File: src/rtl/frame_window_reader.sv
// frame_window_reader
// Read-side client of the SRAM frame buffer. On a start handshake it latches a
// rectangular window, issues word reads row by row on the arbiter R1 port,
// buffers the returned words in a small FIFO and unpacks each word into four
// 8-bit pixels (pixel 0 in bits [7:0]) with start-of-frame, end-of-line and
// end-of-frame markers.
//
// Ports:
//   clock, reset           rising-edge clock, asynchronous active-low reset
//   start / start_ack      window request handshake (ack is a one-cycle pulse)
//   win_x, win_y           window top-left corner (win_x[1:0] ignored)
//   win_w, win_h           window size in pixels / rows (win_w[1:0] ignored)
//   done / done_ack        completion flag and its clear
//   busy                   high whenever the reader is not idle
//   addr, addr_valid,      word read request towards the arbiter
//   addr_ready
//   data, data_valid,      read data returned in request order
//   data_ready
//   pix, pix_valid,        one-pixel-per-beat output stream with markers
//   pix_ready, pix_sof,
//   pix_eol, pix_eof
module frame_window_reader #(
    parameter int          IMG_WIDTH  = 800,
    parameter int          IMG_HEIGHT = 600,
    parameter logic [17:0] BASE_ADDR  = 18'd0,
    parameter int          DEPTH      = 4
) (
    input  logic        clock,
    input  logic        reset,
    input  logic        start,
    output logic        start_ack,
    input  logic [9:0]  win_x,
    input  logic [9:0]  win_y,
    input  logic [10:0] win_w,
    input  logic [10:0] win_h,
    output logic        done,
    input  logic        done_ack,
    output logic        busy,
    output logic [17:0] addr,
    output logic        addr_valid,
    input  logic        addr_ready,
    input  logic [31:0] data,
    input  logic        data_valid,
    output logic        data_ready,
    output logic [7:0]  pix,
    output logic        pix_valid,
    input  logic        pix_ready,
    output logic        pix_sof,
    output logic        pix_eol,
    output logic        pix_eof
);

    localparam int          PW      = $clog2(DEPTH);
    localparam int          CW      = $clog2(DEPTH) + 1;
    localparam logic [17:0] WPR     = 18'(IMG_WIDTH / 4);
    localparam logic [CW-1:0] DEPTH_C = CW'(DEPTH);

    // Reject parameter sets the address arithmetic and FIFO cannot support.
    if ((IMG_WIDTH % 4) != 0 || IMG_HEIGHT < 1 || DEPTH < 2 || DEPTH > 16 ||
        (DEPTH & (DEPTH - 1)) != 0) begin : g_bad_param
        $error("frame_window_reader: unsupported parameter set");
    end

    typedef enum logic [2:0] {
        IDLE,
        SETUP,
        ISSUE,
        DRAIN,
        DONE
    } state_t;

    state_t          state;
    state_t          state_next;

    logic            run_q;
    logic [7:0]      lat_wx;
    logic [9:0]      lat_y;
    logic [8:0]      lat_ww;
    logic [10:0]     lat_h;

    logic [17:0]     row_base;
    logic [17:0]     cur_addr;
    logic [8:0]      col_cnt;
    logic [10:0]     row_cnt;
    logic [CW-1:0]   credits;

    logic [31:0]     fifo_mem [DEPTH];
    logic [PW-1:0]   wr_ptr;
    logic [PW-1:0]   rd_ptr;
    logic [CW-1:0]   fifo_cnt;

    logic [1:0]      cur_beat;
    logic [10:0]     out_col;
    logic [10:0]     out_row;

    logic            win_empty;
    logic            addr_fire;
    logic            issue_last;
    logic            push;
    logic            pop;
    logic            pix_take;
    logic            slot_free;
    logic            unpack_on;
    logic            load;
    logic [31:0]     src_word;
    logic [1:0]      src_beat;
    logic            src_avail;
    logic            sof_n;
    logic            eol_n;
    logic            eof_n;
    logic [17:0]     first_base;
    logic            unused_bits;

    // The low bits of the x position and width select pixels inside a word
    // and have no meaning for a word-granular reader.
    assign unused_bits = ^{win_x[1:0], win_w[1:0]};

    assign start_ack  = run_q && (state == IDLE) && start;
    assign win_empty  = (win_w[10:2] == 9'd0) || (win_h == 11'd0);
    assign busy       = (state != IDLE);
    assign done       = (state == DONE);
    assign data_ready = run_q;
    assign addr       = cur_addr;
    assign addr_valid = (state == ISSUE) && (credits < DEPTH_C);
    assign addr_fire  = addr_valid && addr_ready;
    assign issue_last = addr_fire && (col_cnt == lat_ww - 9'd1) && (row_cnt == lat_h - 11'd1);

    // Word address of the window's first pixel; WPR is a constant so the
    // product reduces to shifts and adds.
    assign first_base = BASE_ADDR + (18'(lat_y) * WPR) + 18'(lat_wx);

    // A return is only stored if a read for it is still outstanding; this
    // drops returns for reads issued before an abort and bounds the FIFO.
    assign push = data_valid && (credits > fifo_cnt);

    assign pix_take  = pix_valid && pix_ready;
    assign slot_free = !pix_valid || pix_take;
    assign pop       = pix_take && (cur_beat == 2'd3);
    assign unpack_on = (state == ISSUE) || (state == DRAIN);
    assign load      = unpack_on && slot_free && src_avail;

    // data_ready is held low during reset and high once reset is released.
    always_ff @(posedge clock or negedge reset) begin
        if (!reset) begin
            run_q <= 1'b0;
        end else begin
            run_q <= 1'b1;
        end
    end

    // State register.
    always_ff @(posedge clock or negedge reset) begin
        if (!reset) begin
            state <= IDLE;
        end else begin
            state <= state_next;
        end
    end

    // Next-state logic; empty windows skip straight to DONE.
    always_comb begin
        state_next = state;
        case (state)
            IDLE:    if (start_ack) state_next = win_empty ? DONE : SETUP;
            SETUP:   state_next = ISSUE;
            ISSUE:   if (issue_last) state_next = DRAIN;
            DRAIN:   if (pix_take && pix_eof) state_next = DONE;
            DONE:    if (done_ack) state_next = IDLE;
            default: state_next = IDLE;
        endcase
    end

    // Window latch and read address generation. Each row restarts from the
    // previous row base plus one frame row of words.
    always_ff @(posedge clock or negedge reset) begin
        if (!reset) begin
            lat_wx   <= '0;
            lat_y    <= '0;
            lat_ww   <= '0;
            lat_h    <= '0;
            row_base <= '0;
            cur_addr <= '0;
            col_cnt  <= '0;
            row_cnt  <= '0;
        end else begin
            if (start_ack) begin
                lat_wx <= win_x[9:2];
                lat_y  <= win_y;
                lat_ww <= win_w[10:2];
                lat_h  <= win_h;
            end
            if (state == SETUP) begin
                row_base <= first_base;
                cur_addr <= first_base;
                col_cnt  <= '0;
                row_cnt  <= '0;
            end else if (addr_fire) begin
                if (col_cnt == lat_ww - 9'd1) begin
                    col_cnt  <= '0;
                    row_cnt  <= row_cnt + 11'd1;
                    row_base <= row_base + WPR;
                    cur_addr <= row_base + WPR;
                end else begin
                    col_cnt  <= col_cnt + 9'd1;
                    cur_addr <= cur_addr + 18'd1;
                end
            end
        end
    end

    // Credits count words issued but not yet fully unpacked, so the FIFO can
    // always absorb every outstanding return.
    always_ff @(posedge clock or negedge reset) begin
        if (!reset) begin
            credits <= '0;
        end else begin
            case ({addr_fire, pop})
                2'b10:   credits <= credits + CW'(1);
                2'b01:   credits <= credits - CW'(1);
                default: credits <= credits;
            endcase
        end
    end

    // FIFO storage; contents need no reset because the pointers define validity.
    always_ff @(posedge clock) begin
        if (push) begin
            fifo_mem[wr_ptr] <= data;
        end
    end

    // FIFO pointers and occupancy.
    always_ff @(posedge clock or negedge reset) begin
        if (!reset) begin
            wr_ptr   <= '0;
            rd_ptr   <= '0;
            fifo_cnt <= '0;
        end else begin
            if (push) begin
                wr_ptr <= wr_ptr + 1'b1;
            end
            if (pop) begin
                rd_ptr <= rd_ptr + 1'b1;
            end
            case ({push, pop})
                2'b10:   fifo_cnt <= fifo_cnt + CW'(1);
                2'b01:   fifo_cnt <= fifo_cnt - CW'(1);
                default: fifo_cnt <= fifo_cnt;
            endcase
        end
    end

    // Pick the next pixel to load. The head word stays in the FIFO until its
    // last pixel is accepted, so when pixel 3 is on the output the following
    // word is read one slot behind the head to keep one pixel per clock.
    always_comb begin
        src_word  = fifo_mem[rd_ptr];
        src_beat  = 2'd0;
        src_avail = 1'b0;
        if (pix_valid && (cur_beat != 2'd3)) begin
            src_beat  = cur_beat + 2'd1;
            src_avail = 1'b1;
        end else if (pix_valid) begin
            src_word  = fifo_mem[rd_ptr + 1'b1];
            src_avail = (fifo_cnt >= CW'(2));
        end else begin
            src_avail = (fifo_cnt != '0);
        end
    end

    // Markers for the pixel about to be loaded, from its window position.
    always_comb begin
        sof_n = (out_col == 11'd0) && (out_row == 11'd0);
        eol_n = (out_col == {lat_ww - 9'd1, 2'b11});
        eof_n = eol_n && (out_row == lat_h - 11'd1);
    end

    // Registered output stage; it only changes when empty or accepted, so
    // everything holds steady under backpressure.
    always_ff @(posedge clock or negedge reset) begin
        if (!reset) begin
            pix       <= '0;
            pix_valid <= 1'b0;
            pix_sof   <= 1'b0;
            pix_eol   <= 1'b0;
            pix_eof   <= 1'b0;
            cur_beat  <= '0;
            out_col   <= '0;
            out_row   <= '0;
        end else begin
            if (start_ack) begin
                out_col <= '0;
                out_row <= '0;
            end
            if (load) begin
                pix       <= src_word[{src_beat, 3'b000} +: 8];
                pix_valid <= 1'b1;
                pix_sof   <= sof_n;
                pix_eol   <= eol_n;
                pix_eof   <= eof_n;
                cur_beat  <= src_beat;
                if (eol_n) begin
                    out_col <= '0;
                    out_row <= out_row + 11'd1;
                end else begin
                    out_col <= out_col + 11'd1;
                end
            end else if (pix_take) begin
                pix_valid <= 1'b0;
                pix_sof   <= 1'b0;
                pix_eol   <= 1'b0;
                pix_eof   <= 1'b0;
            end
        end
    end

endmodule

File: config.mk
export PLATFORM = sky130hd
export DESIGN_NAME = frame_window_reader
export DESIGN_NICKNAME = d
export VERILOG_FILES = /design/src/rtl/frame_window_reader.sv
export SDC_FILE = /design/constraint.sdc
export NUM_CORES = 1
export LEC_CHECK = 0
export ABC_CLOCK_PERIOD_IN_PS = 5350
export CORE_ASPECT_RATIO = 0.75
export CORE_MARGIN = 2
export CORE_UTILIZATION = 49
export CTS_CLUSTER_DIAMETER = 50
export DETAILED_ROUTE_END_ITERATION = 12
export GPL_ROUTABILITY_DRIVEN = 0
export PLACE_DENSITY_LB_ADDON = 0.1
export SLEW_MARGIN = 20
export SYNTH_ARGS = -nofsm -noshare
export SYNTH_HDL_FRONTEND = slang
export SYNTH_SLANG_ARGS = --single-unit
File: constraint.sdc
create_clock -name clock -period 5.35 [get_ports clock]
set_input_delay 0.8025 -clock clock [delete_from_list [all_inputs] [get_ports clock]]
set_output_delay 0.8025 -clock clock [all_outputs]
set_load 0.05 [all_outputs]
# After elaboration in Yosys (flattened, before gate mapping)
# Memory sizes are Yosys's and may differ from the RTL's.
# Cells that the tools add are included.
[word_totals] reg_bits=144 ramBits=128 input_bits=81 elab_cells=134 memories=1
[op_classes] add_sub_neg=16 multipliers=1 order_cmp=3 eq_ne=18 n_shift=1 mux=38 n_reduce_logical=34
[memory_table] memory="fifo_mem" depth=4 word_bits=32 rd=2 rd_clocked_by_memory_dff=0 write_ports=1 line="87" rtl="logic [31:0] fifo_mem [DEPTH];"
[op_table] operator="18-bit 2-to-1 mux" count=6
[op_table] operator="11-bit 2-to-1 mux" count=9
[op_table] operator="32-bit 2-to-1 mux" count=2
[op_table] operator="11-bit by 1-bit adder with 11-bit output (second input constant)" count=3
[op_table] operator="11-bit == test" count=3
[op_table] operator="11-bit zero test" count=3
[op_table] operator="32-bit by 6-bit variable part select with 8-bit output" count=1
[op_table] operator="9-bit 2-to-1 mux" count=3
[op_table] operator="18-bit by 1-bit adder with 18-bit output (second input constant)" count=1
[op_table] operator="18-bit by 8-bit adder with 18-bit output" count=1
[op_table] operator="18-bit by 8-bit adder with 18-bit output (second input constant)" count=1
[op_table] operator="1-bit logical AND" count=15
[op_table] operator="10-bit by 5-bit multiplier with 15-bit output (second input constant)" count=1
[op_table] operator="3-bit 2-to-1 mux" count=5
[op_table] operator="3-bit case mux with 5 select lines" count=1
[op_table] operator="3-bit case mux with 2 select lines" count=2
[op_table] operator="2-bit nonzero test" count=6
[op_table] operator="11-bit by 1-bit subtractor with 11-bit output (second input constant)" count=1
[op_table] operator="9-bit by 1-bit adder with 9-bit output (second input constant)" count=1
[op_table] operator="9-bit == test" count=1
[op_table] operator="9-bit zero test" count=1
[op_table] operator="1-bit 2-to-1 mux" count=9
[op_table] operator="9-bit by 1-bit subtractor with 9-bit output (second input constant)" count=1
[op_table] operator="2-bit by 1-bit adder with 2-bit output (second input constant)" count=3
[op_table] operator="other kinds (19)" count=31

# Depth between registers and ports, before layout
[logic_depth] word_depth=7 ltp_mapped=15

# Worst setup path after synthesis
# OpenSTA, ideal clock, no wires.
[synth_timing] kind="register -> register" startpoint="register lat_y[3]" endpoint="register cur_addr[17] (netlist: addr[17])" arrival_time_ps=3722 setup_slack_ps=1493 path_stages_with_launch=15 path_buffers=0 period_less_slack_ps=3857 path_cell_list="dfrtp_1 > ha_1 > ha_1 > inv_1 > fa_1 > inv_1 > ha_1 > o21ai_0 > or4b_2 > nand3_1 > nand3_1 > nor4b_1 > nand3_1 > xnor2_1 > o22ai_1"
[synth_via] elab_chain_len=3
[synth_lines] item="from (decl)" line="77" rtl="logic [9:0] lat_y;"
[synth_lines] item="from (signal assigned)" line="188" rtl="lat_y <= win_y;"
[synth_lines] item="10-bit by 5-bit multiplier with 15-bit output" line="130" rtl="assign first_base = BASE_ADDR + (18'(lat_y) * WPR) + 18'(lat_wx);"
[synth_lines] item="18-bit by 8-bit adder with 18-bit output" line="130"
[synth_lines] item="18-bit 2-to-1 mux" line="192" rtl="if (state == SETUP) begin"
[synth_lines] item="to (signal assigned)" line="194" rtl="cur_addr <= first_base;"
[synth_lines] item="to (signal assigned)" line="202" rtl="cur_addr <= row_base + WPR;"
[synth_lines] item="to (signal assigned)" line="205" rtl="cur_addr <= cur_addr + 18'd1;"
[synth_lines] item="to (decl)" line="82" rtl="logic [17:0] cur_addr;"
# Every way passes these cells.
# A chain may end at the register's enable or synchronous reset.

# Worst setup path after layout
# Ends and elaborated chain as after synthesis.

==> results.yml <==
status:
  status: "complete, no violations"
worst_setup_path:
  worstRegToRegCells: 14
  cp_max_fo: 6
  endpoint_kind: "flip-flop"
  cp-start-kind: "flip-flop"
  required_ns: 5.80
  critical_path_class: "flip-flop to flip-flop"
  worstPathArrival_ns: 4.66
clocking:
  clk_latency_ns: 0.57
  ctsResizeCount: 0
  clk_pin_slew_worst_paths_ns: 0.06
  clock-root-buffer: "clkbuf_16"
  cts_tree: "yes"
  clk_path_buf_depth: 3
  hold_buffers: 0
  htree_levels: 1
  clock-sinks: 272
  cts_setup_buffers: 0
  cts_inserted_buffers: 31
finish:
  post-route-cell-area_um2: 17300
  fin_nets: 1646
  area_growth_syn_to_layout_pct: 17.1
  layout-drive-gt1-share: 0.0841
  finish.utilization: 0.578
  fill_cells: 2588
  diodes: 0
  final_cells: 1921
drt:
  postRouteAntennaNets: 0
  viasPerCell: 5.63
  vias: 10800
  drt_iter0_markers: 764
  drc: 0
  drt_pass1_iterations: 5
  drt_wl_total_um: 35200
  wl_per_cell_um: 18.3
power_and_ir_drop:
  peakVddDrop_mv: 0.590
  leakage_nw: 6.86
  powerDensity_nw_per_um2: 658
  power_mw: 11.4
synthesis:
  synthFlopType: "dfrtp_1"
  synth_seq_cells: 272
  syn-num-nets: 1549
  ys_warn_count: 0
  syn_inst: 1400
  synth_edf_count: 128
  ys_seq_area_frac: 0.504
  synthTopCellsByArea: "edfxtp_1 26%, dfrtp_1 24%, nand2_1 5.7%, ha_1 5.1%, mux4_2 4.4%"
  synth.top_cell.area_share: 0.260
  ys_async_sr_fraction: 0.529
  synth_cell_types: 73
  netlist_area_um2: 14800
  synth_area_per_cell_um2: 10.6
  yosysTopAreaCell: "edfxtp_1"
global_routing:
  grt_first_pass_wirelength_um: 57200
  grt_pass1_vias: 10500
  grtUsageTotal: 0.227
  antenna_found_initial: 1
  overflow: 0
  grt_max_degree: 54
sta:
  finalSetupViolCount: 0
  period_minus_slack_ns: 4.21
  rsz0062_at_grt: "no"
  fin_skew_ns: 0.0142
  setup_tns_ns: 0
  fmax_mhz: 237
  fin_ws_ns: 1.14
  fin_crit_sh: 0.788
  worst_slew_pin_slew_ns: 0.920
  final_hold_viol_count: 0
  holdWs_ns: 0.144
  drv_slew: 0
  max_slew_margin: 0.385
floorplan:
  die_h_um: 154
  core_um2: 29900
  ios: 116
  fp.dieW_um: 204
  die_area_um2: 31600
  rows: 55
  initial_core_util: 0.494
placement:
  post-place-ws_ns: 1.16
  io_buffers: 111
  hpwl_um: 24200
  place_inst: 1863
  placed_area_um2: 16300
hold_path:
  hold_class: "input pin to asynchronous set/reset pin"
job:
  max-cap-violations: 0
-- layout make-up --
class	count	area, um^2	share of cell area
Clock inverter	23	228	0.0132
Sequential cell	272	7450	0.431
Tap cell	399	499	0.0289
Inverter	57	214	0.0124
Multi-Input combinational cell	1006	6870	0.397
Clock buffer	35	791	0.0457
Timing Repair Buffer	129	1250	0.0721
-- power by group --
| group | internal, mW | leakage (nW) | switching (mW) |
|---|---|---|---|
| Sequential | 2.82 | 2.95 | 0.692 |
| Combinational | 2.41 | 3.41 | 3.35 |
| Clock | 1.22 | 0.498 | 0.898 |
| Total | 6.44 | 6.86 | 4.94 |
-- critical path, cell delays in order (launching register included) --
cell and delay (ns):
dfrtp_1 0.42, ha_1 0.31, ha_1 0.28, inv_1 0.05, fa_1 0.49, inv_1 0.04
ha_1 0.38, o21ai_0 0.16, or4b_2 0.65, nand3_1 0.18, nand3_1 0.14, nor4b_1 0.52
nand3_1 0.16, xnor2_1 0.21, o22ai_1 0.10
-- placed cells by master, fill, tap and decap left out, types with 11 or more instances in the layout --
master,count
nor2_1,93
o31ai_1,11
nor4_1,13
nor3b_1,12
mux2i_1,12
nand2b_1,13
ha_1,60
xnor2_1,60
buf_4,18
edfxtp_1,128
clkbuf_16,31
mux4_2,29
o21ai_0,99
dfrtp_1,142
and3_1,19
a21oi_1,47
o22ai_1,11
nand2_1,226
nand3_1,50
o211ai_1,15
inv_1,55
nor3_1,33
xor2_1,54
clkdlybuf4s50_1,110
nand4_1,13
-- cell usage after synthesis, types with 47 or more instances --
| master | count |
|---|---|
| a21oi_1 | 47 |
| clkbuf_1 | 50 |
| edfxtp_1 | 128 |
| nand3_1 | 50 |
| nor2_1 | 93 |
| xor2_1 | 54 |
| ha_1 | 60 |
| dfrtp_1 | 144 |
| xnor2_1 | 60 |
| inv_1 | 55 |
| o21ai_0 | 99 |
| nand2_1 | 226 |
-- layer usage --
layer	track usage	vias up	routed length, um
met5	0	-	0
met4	0.0490	0	642
met3	0.0388	45	2100
met2	0.331	265	14600
met1	0.355	5289	17800
li1	-	5208	-
-- cells by family (layout without fill, tap and decap cells) --
group | after synthesis | after routing | synth area share
AND/OR/NAND/NOR | 523 | 523 | 0.166
flip-flops | 272 | 272 | 0.504
AO/OA/AOI/OAI | 248 | 248 | 0.106
buffers and inverters | 122 | 244 | 0.0321
XOR/XNOR | 116 | 116 | 0.0707
adder cells (fa/ha/maj) | 68 | 68 | 0.0617
multiplexers | 50 | 50 | 0.0592
other | 1 | 1 | 0.000254
-- worst paths after layout --
path	start	slack, ns	to
worst max-delay path	lat_y[3]	1.14	addr[17]
worst min-delay path	reset	0.14	pix[3]
worst max register to register	lat_y[3]	1.14	addr[17]
worst min register to register	credits[0]	0.47	credits[0]
max in group asynchronous	reset	4.11	lat_y[9]
min in group clock	credits[0]	0.47	credits[0]
-- sequential cells by signal (all words and copies together), names as in the netlist, 2 cells and up --
name	count
addr	18
col_cnt	9
credits	3
cur_beat	2
fifo_cnt	3
fifo_mem	128
lat_h	11
lat_ww	9
lat_wx	8
lat_y	10
out_col	11
out_row	11
pix	8
rd_ptr	2
row_base	18
row_cnt	11
state	3
wr_ptr	2
Power figures use the tool's default switching activity.
